==> config.mk <==
export PLATFORM = sky130hd
export DESIGN_NAME = regfile_port_arbiter
export DESIGN_NICKNAME = d
export VERILOG_FILES = /design/src/rtl/regfile_arb_pkg.sv /design/src/rtl/rr_arbiter.sv /design/src/rtl/regfile_port_arbiter.sv
export SDC_FILE = /design/constraint.sdc
export NUM_CORES = 1
export LEC_CHECK = 0
export BUFFER_PORTS_ARGS = -buffer_cell sky130_fd_sc_hd__buf_4
export CAP_MARGIN = 20
export CORE_MARGIN = 2
export CORE_UTILIZATION = 42
export CTS_CLUSTER_SIZE = 12
export DETAILED_ROUTE_END_ITERATION = 10
export PLACE_DENSITY_LB_ADDON = 0.05
export SYNTH_ARGS = -nofsm -noshare
export SYNTH_HDL_FRONTEND = slang
export SYNTH_SLANG_ARGS = --single-unit
==> constraint.sdc <==
create_clock -name CLK -period 1.7 [get_ports CLK]
set_input_delay 0.34 -clock CLK [delete_from_list [all_inputs] [get_ports CLK]]
set_output_delay 0.34 -clock CLK [all_outputs]
set_load 0.005 [all_outputs]
==> src/rtl/regfile_arb_pkg.sv <==
// regfile_arb_pkg: FSM state encodings and RegisterFile timing constants for regfile_port_arbiter
package regfile_arb_pkg;
    localparam logic [1:0] ST_IDLE      = 2'd0;
    localparam logic [1:0] ST_WRITE     = 2'd1;
    localparam logic [1:0] ST_READ      = 2'd2;
    localparam logic [1:0] ST_READ_WAIT = 2'd3;
    localparam int RF_RD_LATENCY = 1;
endpackage

==> src/rtl/rr_arbiter.sv <==
// rr_arbiter: one-hot grant from a request vector; round-robin when REGFILE_ARB_RR_EN is defined, else lowest index wins
module rr_arbiter #(
    parameter int NUM_REQ = 2
) (
`ifdef REGFILE_ARB_RR_EN
    input  logic               CLK,
    input  logic               RST,
`endif
    input  logic [NUM_REQ-1:0] req_i,
    input  logic               en_i,
    output logic [NUM_REQ-1:0] gnt_o
);
`ifdef REGFILE_ARB_RR_EN
    localparam int PW = (NUM_REQ > 1) ? $clog2(NUM_REQ) : 1;
    logic [PW-1:0] ptr_q, ptr_d;
    logic          found;
    // search starts one past the last grant; the pointer moves only when a grant is issued
    always_comb begin
        gnt_o = '0;
        ptr_d = ptr_q;
        found = 1'b0;
        for (int k = 1; k <= NUM_REQ; k++) begin
            if (en_i && !found && req_i[(int'(ptr_q) + k) % NUM_REQ]) begin
                found = 1'b1;
                gnt_o[(int'(ptr_q) + k) % NUM_REQ] = 1'b1;
                ptr_d = PW'((int'(ptr_q) + k) % NUM_REQ);
            end
        end
    end
    // pointer resets to the last requester so requester 0 wins first
    always_ff @(posedge CLK) begin
        if (RST) ptr_q <= PW'(NUM_REQ - 1);
        else     ptr_q <= ptr_d;
    end
`else
    // isolate the lowest set request bit
    always_comb gnt_o = en_i ? (req_i & (~req_i + 1'b1)) : '0;
`endif
endmodule

==> src/rtl/regfile_port_arbiter.sv <==
// regfile_port_arbiter: shares one single-port RegisterFile among NUM_REQ requesters (round-robin under REGFILE_ARB_RR_EN)
module regfile_port_arbiter
    import regfile_arb_pkg::*;
#(
    parameter int NUM_REQ    = 2,
    parameter int MEM_DEPTH  = 8,
    parameter int MEM_WIDTH  = 16,
    parameter int ADDR_WIDTH = 3
) (
    input  logic                          CLK,
    input  logic                          RST,
    input  logic [NUM_REQ-1:0]            req_valid,
    input  logic [NUM_REQ-1:0]            req_wr,
    input  logic [NUM_REQ*ADDR_WIDTH-1:0] req_addr,
    input  logic [NUM_REQ*MEM_WIDTH-1:0]  req_wdata,
    output logic [NUM_REQ-1:0]            req_ready,
    output logic [NUM_REQ-1:0]            rsp_valid,
    output logic [MEM_WIDTH-1:0]          rsp_rdata,
    output logic                          busy,
    output logic [MEM_WIDTH-1:0]          rf_wr_data,
    output logic [ADDR_WIDTH-1:0]         rf_address,
    output logic                          rf_wr_en,
    output logic                          rf_rd_en,
    input  logic [MEM_WIDTH-1:0]          rf_rd_data
);
    logic [1:0]            state_q, state_d;
    logic [NUM_REQ-1:0]    gnt, owner_q, owner_d, rsp_valid_q, rsp_valid_d;
    logic [ADDR_WIDTH-1:0] addr_q, addr_d, sel_addr;
    logic [MEM_WIDTH-1:0]  wdata_q, wdata_d, rdata_q, rdata_d, sel_wdata;
    logic                  sel_wr;

    rr_arbiter #(.NUM_REQ(NUM_REQ)) u_arb (
`ifdef REGFILE_ARB_RR_EN
        .CLK  (CLK),
        .RST  (RST),
`endif
        .req_i(req_valid),
        .en_i (state_q == ST_IDLE),
        .gnt_o(gnt)
    );

    // route the winning requester's command fields
    always_comb begin
        sel_addr  = '0;
        sel_wdata = '0;
        sel_wr    = 1'b0;
        for (int i = 0; i < NUM_REQ; i++) begin
            if (gnt[i]) begin
                sel_addr  = req_addr[i*ADDR_WIDTH +: ADDR_WIDTH];
                sel_wdata = req_wdata[i*MEM_WIDTH +: MEM_WIDTH];
                sel_wr    = req_wr[i];
            end
        end
    end

    // next state: accept in IDLE, one cycle per access phase, capture read data on leaving READ_WAIT
    always_comb begin
        state_d     = (state_q == ST_IDLE) ? (|gnt ? (sel_wr ? ST_WRITE : ST_READ) : ST_IDLE) :
                      (state_q == ST_READ) ? ST_READ_WAIT : ST_IDLE;
        addr_d      = |gnt ? sel_addr : addr_q;
        wdata_d     = |gnt ? sel_wdata : wdata_q;
        owner_d     = |gnt ? gnt : owner_q;
        rdata_d     = (state_q == ST_READ_WAIT) ? rf_rd_data : rdata_q;
        rsp_valid_d = (state_q == ST_READ_WAIT) ? owner_q : '0;
    end

    // state registers; reset abandons any in-flight command
    always_ff @(posedge CLK) begin
        if (RST) begin
            state_q     <= ST_IDLE;
            addr_q      <= '0;
            wdata_q     <= '0;
            owner_q     <= '0;
            rdata_q     <= '0;
            rsp_valid_q <= '0;
        end else begin
            state_q     <= state_d;
            addr_q      <= addr_d;
            wdata_q     <= wdata_d;
            owner_q     <= owner_d;
            rdata_q     <= rdata_d;
            rsp_valid_q <= rsp_valid_d;
        end
    end

    assign req_ready  = gnt;
    assign rsp_valid  = rsp_valid_q;
    assign rsp_rdata  = rdata_q;
    assign busy       = (state_q != ST_IDLE);
    assign rf_wr_data = wdata_q;
    assign rf_address = addr_q;
    assign rf_wr_en   = (state_q == ST_WRITE);
    assign rf_rd_en   = (state_q == ST_READ);
endmodule
==> impl_metrics.csv, run 1 <==
group,metric,value,unit
run_status,status,"complete, no violations",
route,via_per_inst,4.863,
synthesis,ys_seq_area_frac,0.5042,
timing,grt_setup_unrepaired,"false",
route,avgRoutedWirePerCell,12.55,um
clock_tree,clk_pin_slew,0.07,ns
route,drt_iter0_drc,102,
floorplanning,io_pins,102,
route,vias,1527,
timing,min_period,1.534,ns
synthesis,syn_inst,166,
clock_tree,cts.sinks,41,
power,vdd_ir_drop_max,0.7533,mV
synthesis,synth-simple-area-share,0.2006,
synthesis,synth-adder-area-share,0,
synthesis,yosysUniqueCellTypes,28,
final_layout,antenna_cells,0,
clock_tree,cts_hold_buf,0,
route,drc_errors,0,
global_route,grt_pass1_wl,6.051,mm
synthesis,syn_nets,226,
global_route,grt_usage,0.1822,
global_route,antenna_found_initial,0,
synthesis,syn_area,1628,um2
timing,tns,0,ns
timing,setup_ws,0.1661,ns
final_layout,finalNetCount,325,
place,io_buffers,101,
floorplanning,start_util,0.4413,
route,routed_wl,3.941,mm
final_layout,multi_input_area,715.7,um2
synthesis,synth_compound_area_frac,0.2390,
flow_run,cap_violations,0,
timing,skew,0.004345,ns
power,powerDensity,892.7,nW/um2
synthesis,avgSynthCellArea,9.806,um2
final_layout,nFillCells,336,
worst_setup_path,ff2ff_setup_slack,0.39,ns
worst_setup_path,critPathCaptureType,"primary output",
worst_setup_path,cp_slowest_stage_delay,0.39,ns
floorplanning,dieArea,4390,um2
synthesis,ys_warn_count,0,
timing,finalCritPeriodShare,0.9023,
floorplanning,fp.dieW,66.26,um
synthesis,synth-seq-cells,41,
hold_path,worst_hold_path_type,"input port to register",
worst_setup_path,cp_cell_sequence,"nor2_4 > and2_1 > buf_4",
place,dp_cells,306,
floorplanning,core_area,3689,um2
route,dr.pass1.iters,4,
clock_tree,post_cts_resized,0,
global_route,grtUsageMet3,0.06133,
global_route,grt_pass1_vias,1340,
final_layout,drive_gt1_frac,0.4511,
global_route,overflow,0,
worst_setup_path,critPathRequiredTime,1.36,ns
worst_setup_path,critPathKind,"register to primary output",
place,place_ws,0.1184,ns
final_layout,regArea,823.3,um2
timing,slew-limit-headroom,0.4427,
timing,final_hold_viol_count,0,
clock_tree,cts-root-buf,"clkbuf_8",
timing,setup_viol,0,
clock_tree,cts_buffers,5,
final_layout,areaGrowthSynthToFinish,54.04,%
route,drtAntennaViolNets,0,
synthesis,synth_xor_area_frac,0,
clock_tree,clk_latency,0.29,ns
global_route,busiest_layer,"met2",
final_layout,instances_no_fill,314,
power,total_power,2.238,mW
synthesis,synthMuxAreaShare,0,
worst_setup_path,crit_fanout,9,
power,power.leakage,1.131,nW
worst_setup_path,crit_buf_inv,1,
timing,fmax,651.9,MHz
floorplanning,die_h,66.26,um
place,gp_congestion,0.7232,
floorplanning,rows,22,
clock_tree,post-cts-setup-buffer-count,0,
clock_tree,cts.path.max_buffers,2,
timing,report.final.slew_viol_count,0,
worst_setup_path,start_kind,"register",
place,dpl.hpwl,2.858,mm
worst_setup_path,cp.arrival,1.19,ns
timing,worst_slew_pin_slew,0.8343,ns
clock_tree,cts_max_level,2,
global_route,use_met2,0.2725,
worst_setup_path,critical-path-slowest-cell,"dfxtp_2",
synthesis,synth_top_family_by_area,"compound AO/OA/AOI/OAI gates",
global_route,grt_max_degree,26,
worst_setup_path,path_delay_family,"flip-flops",
global_route,use_met1,0.2354,
clock_tree,cts_tree,"built",
## synthesized netlist by cell type
master     number  area share
and2_1         11       0.042
a21boi_0        1      0.0046
nor4b_4         1       0.015
clkbuf_1        2      0.0046
nor2b_1         3       0.012
nor2_1          1      0.0023
nand2_1        33       0.076
a221oi_1        2       0.011
buf_2           3      0.0092
inv_1           3      0.0069
nor2_8          1       0.012
or3_4           1      0.0069
a221o_1         9       0.055
clkbuf_2        1      0.0031
o21ba_2         1      0.0061
buf_6           3       0.021
nor3b_1         2      0.0092
buf_1           1      0.0023
a21oi_4         1       0.010
nor3_1          3      0.0092
nand2b_1        1      0.0038
a21oi_1        17       0.052
a22oi_1        10       0.046
nor2_4          1      0.0069
or2_4           1      0.0054
buf_4           2      0.0092
o2bb2ai_1      10       0.054
dfxtp_1        41        0.50
## logic make-up (layout without fill, tap and decap cells)
| family | count (synthesis) | in the layout |
|---|---|---|
| AO/OA/AOI/OAI | 51 | 51 |
| buffers and inverters | 15 | 115 |
| flip-flops | 41 | 41 |
| AND/OR/NAND/NOR | 59 | 59 |
## per-stage QoR
stage	instance area, um2	hold WS (ns)	utilization
final	2507	0.2632	0.6798
after global placement	2389	0.4439	0.6476
after detailed placement	2389	0.4470	0.6476
after global routing	2507	0.2650	0.6798
after CTS	2505	0.2559	0.6791
after floorplan	1628	0.4527	-
## power by group
group / leakage, nW / switching [mW] / internal [mW]
sequential: 0.336 / 0.0432 / 1.02
clock: 0.0585 / 0.312 / 0.478
combinational: 0.737 / 0.148 / 0.235
## final cells by class
cell class | instances | area share
sequential | 41 | 0.3283
timing repair buffer | 104 | 0.3114
multi-input combinational | 110 | 0.2854
clock buffer | 7 | 0.03443
tap | 48 | 0.02395
clock inverter | 1 | 0.01198
inverter | 3 | 0.004491
## sequential cells by signal, summed over array words and instances (netlist names)
| name | count |
|---|---|
| rsp_valid | 2 |
| rsp_rdata | 16 |
| owner_q | 2 |
| state_q | 2 |
| rf_wr_data | 16 |
| rf_address | 3 |
## layer usage
metal | vias up | part of all wire
met5 | - | 0
met4 | 0 | 0.016
met3 | 7 | 0.10
met2 | 68 | 0.44
met1 | 667 | 0.44
li1 | 785 | -
## path summary, 6_finish.rpt
kind                                   from                     endpoint  depth (start not counted)
setup reg to reg      state_q[1]$_SDFF_PP0_  rf_wr_data[13]$_SDFFE_PP0P_                          4
hold reg to reg   rsp_rdata[3]$_SDFFE_PP0N_    rsp_rdata[3]$_SDFFE_PP0N_                          2
hold / removal                req_wdata[28]  rf_wr_data[12]$_SDFFE_PP0P_                          2
setup / recovery      state_q[1]$_SDFF_PP0_                 req_ready[0]                          3
## cell usage in the layout (no fill, tap or decap)
master       n
a21boi_0     1
a21oi_1     17
a21oi_4      1
a221o_1      9
a221oi_1     2
a22oi_1     10
and2_1      11
buf_4      104
bufinv_16    1
clkbuf_1     1
clkbuf_8     6
dfxtp_1     39
dfxtp_2      2
inv_1        3
nand2_1     33
nand2b_1     1
nor2_1       1
nor2_4       1
nor2_8       1
nor2b_1      3
nor3_1       3
nor3b_1      2
nor4b_4      1
o21ba_2      1
o2bb2ai_1   10
or2_4        1
or3_4        1
Note: power is estimated with default switching activity, not from simulation.
==> run 2: changes to the inputs <==
--- a/config.mk
+++ b/config.mk
@@ -11,7 +11,7 @@
 export CORE_UTILIZATION = 42
 export CTS_CLUSTER_SIZE = 12
 export DETAILED_ROUTE_END_ITERATION = 10
-export PLACE_DENSITY_LB_ADDON = 0.05
+export PLACE_DENSITY = 0.9
 export SYNTH_ARGS = -nofsm -noshare
 export SYNTH_HDL_FRONTEND = slang
 export SYNTH_SLANG_ARGS = --single-unit
==> impl_metrics.csv, run 2 (synthesized netlist as in run 1, its figures left out) <==
group,metric,value,unit
route,via_per_inst,4.987,
worst_setup_path,critPathRequiredTime,1.36,ns
global_route,overflow,0,
worst_setup_path,cp.arrival,1.22,ns
power,p_seq_frac,0.500,
final_layout,instances_no_fill,311,
global_route,grt_pass1_wl,6.513,mm
floorplanning,start_util,0.4413,
route,drtAntennaViolNets,0,
timing,report.final.slew_viol_count,0,
final_layout,final_cell_mix,"101 x buf_4, 39 x dfxtp_1, 33 x nand2_1",
route,drt_iter0_drc,68,
hold_path,worst_hold_path_type,"input port to register",
global_route,grt_pass1_vias,1505,
route,vias,1551,
floorplanning,io_pins,102,
global_route,grt_max_degree,26,
timing,slew-limit-headroom,0.4752,
floorplanning,rows,22,
floorplanning,fp.dieW,66.26,um
floorplanning,die_h,66.26,um
worst_setup_path,worstReg2RegEnd,"rsp_rdata[8]$_SDFFE_PP0N_",
timing,setup_viol,0,
power,switching_share,0.2410,
route,dr.pass1.iters,4,
clock_tree,clk_latency,0.29,ns
worst_setup_path,rr_worst_depth,3,
route,avgRoutedWirePerCell,13.16,um
worst_setup_path,critPathCaptureType,"primary output",
clock_tree,cts_max_level,2,
place,place_ws,0.1218,ns
worst_setup_path,timing.rr.start,"state_q[1]$_SDFF_PP0_",
power,power.leakage,1.112,nW
timing,tns,0,ns
clock_tree,cts_buffers,5,
global_route,antenna_found_initial,0,
timing,finalCritPeriodShare,0.9183,
power,vdd_ir_drop_max,0.6059,mV
final_layout,final_common_cell,"buf_4",
place,dpl.hpwl,3.001,mm
worst_setup_path,critical-path-slowest-cell,"dfxtp_2",
worst_setup_path,cp_slowest_stage_delay,0.39,ns
clock_tree,cts-root-buf,"clkbuf_8",
power,pwr-share-clk,0.324,
power,p_int,1.619,mW
timing,min_period,1.561,ns
final_layout,areaGrowthSynthToFinish,51.73,%
timing,final_hold_viol_count,0,
worst_setup_path,ff2ff_setup_slack,0.38,ns
timing,fmax,640.6,MHz
hold_path,whs_path_depth,2,
run_status,status,"complete, no violations",
worst_setup_path,startpoint,"state_q[1]$_SDFF_PP0_",
place,io_buffers,101,
power,powerDensity,863.7,nW/um2
route,drc_errors,0,
power,p_sw,0.5142,mW
power,power_frac_comb,0.176,
clock_tree,cts_tree,"built",
route,routed_wl,4.092,mm
worst_setup_path,crit_path_end,"req_ready[1]",
floorplanning,core_area,3689,um2
final_layout,antenna_cells,0,
place,dp_cells,303,
timing,skew,0.004355,ns
final_layout,drive_gt1_frac,0.4487,
timing,worst_slew_pin_slew,0.7856,ns
worst_setup_path,crit_fanout,9,
timing,grt_setup_unrepaired,"false",
global_route,grt_usage,0.1946,
clock_tree,clk_pin_slew,0.08,ns
clock_tree,cts_hold_buf,0,
clock_tree,cts.sinks,41,
worst_setup_path,cp_cell_sequence,"nor2_4 > inv_1 > nor2_1 > buf_4",
floorplanning,dieArea,4390,um2
flow_run,cap_violations,0,
worst_setup_path,start_kind,"register",
clock_tree,cts.path.max_buffers,2,
place,gp_congestion,0.6658,
timing,setup_ws,0.1389,ns
final_layout,finalNetCount,322,
worst_setup_path,critPathKind,"register to primary output",
run 2: cell types whose count changed in the layout (fill, tap and decap cells not counted), sizes merged:
cell,previous run,this run
bufinv,1,0
clkinv,0,1
buf,104,101
run 2: how the worst min path moves through the flow:
stage | start | to
6_report | req_wdata[29] | rf_wr_data[13]$_SDFFE_PP0P_
2_1_floorplan | rsp_rdata[0]$_SDFFE_PP0N_ | rsp_rdata[0]$_SDFFE_PP0N_
3_5_place_dp | rsp_rdata[7]$_SDFFE_PP0N_ | rsp_rdata[7]$_SDFFE_PP0N_
3_3_place_gp | rsp_rdata[1]$_SDFFE_PP0N_ | rsp_rdata[1]$_SDFFE_PP0N_
4_1_cts | req_wdata[29] | rf_wr_data[13]$_SDFFE_PP0P_
5_1_grt | req_wdata[29] | rf_wr_data[13]$_SDFFE_PP0P_
run 2: per-layer routing:
layer  vias up  routed length [um]  GRT usage
li1        780                   -          -
met1       706                1696     0.2242
met2        63                2033     0.3263
met3         2                 343    0.08007
met4         0                  18    0.06122
met5         -                   0          0
run 2: per-stage QoR:
step	utilization	power (mW)	hold WS [ns]	instance area [um2]
after CTS	0.6689	2.156	0.2623	2467
after floorplan	-	1.253	0.4527	1628
after global placement	0.6415	1.459	0.4426	2366
after global routing	0.6696	2.246	0.2561	2470
after detailed placement	0.6415	1.470	0.4468	2366
final	0.6696	2.133	0.2702	2470
run 2: power by group through the flow:
stage / logic, mW / registers (mW) / clock network [mW]
2_1_floorplan: 0.178 / 1.07 / 0
3_3_place_gp: 0.374 / 1.08 / 0
3_5_place_dp: 0.383 / 1.09 / 0
4_1_cts: 0.383 / 1.07 / 0.708
5_1_grt: 0.410 / 1.07 / 0.763
6_report: 0.376 / 1.07 / 0.691
run 2: worst max-delay path, delay by kind of cell, from the launching register on:
family                 cells  cell delay [ns]
AND/OR/NAND/NOR            2             0.32
buffers and inverters      2             0.22
flip-flops                 1             0.39
run 2: final cells by class:
| cell class | instances | area [um2] |
|---|---|---|
| fillers | 316 | 1219 |
| clock buffers | 7 | 96.34 |
| repair buffers | 101 | 758.2 |
| well taps | 48 | 60.06 |
| flip-flops and latches | 41 | 823.3 |
| clock inverters | 1 | 5.005 |
| multi-input cells | 110 | 715.7 |
| inverters | 3 | 11.26 |
run 2: timing repair:
item                                    4_1_cts  5_1_grt
endpoints found under the setup margin        0        2
setup buffers                                 0        0
gates resized for setup                       0        2
endpoints found under the hold margin         0        0
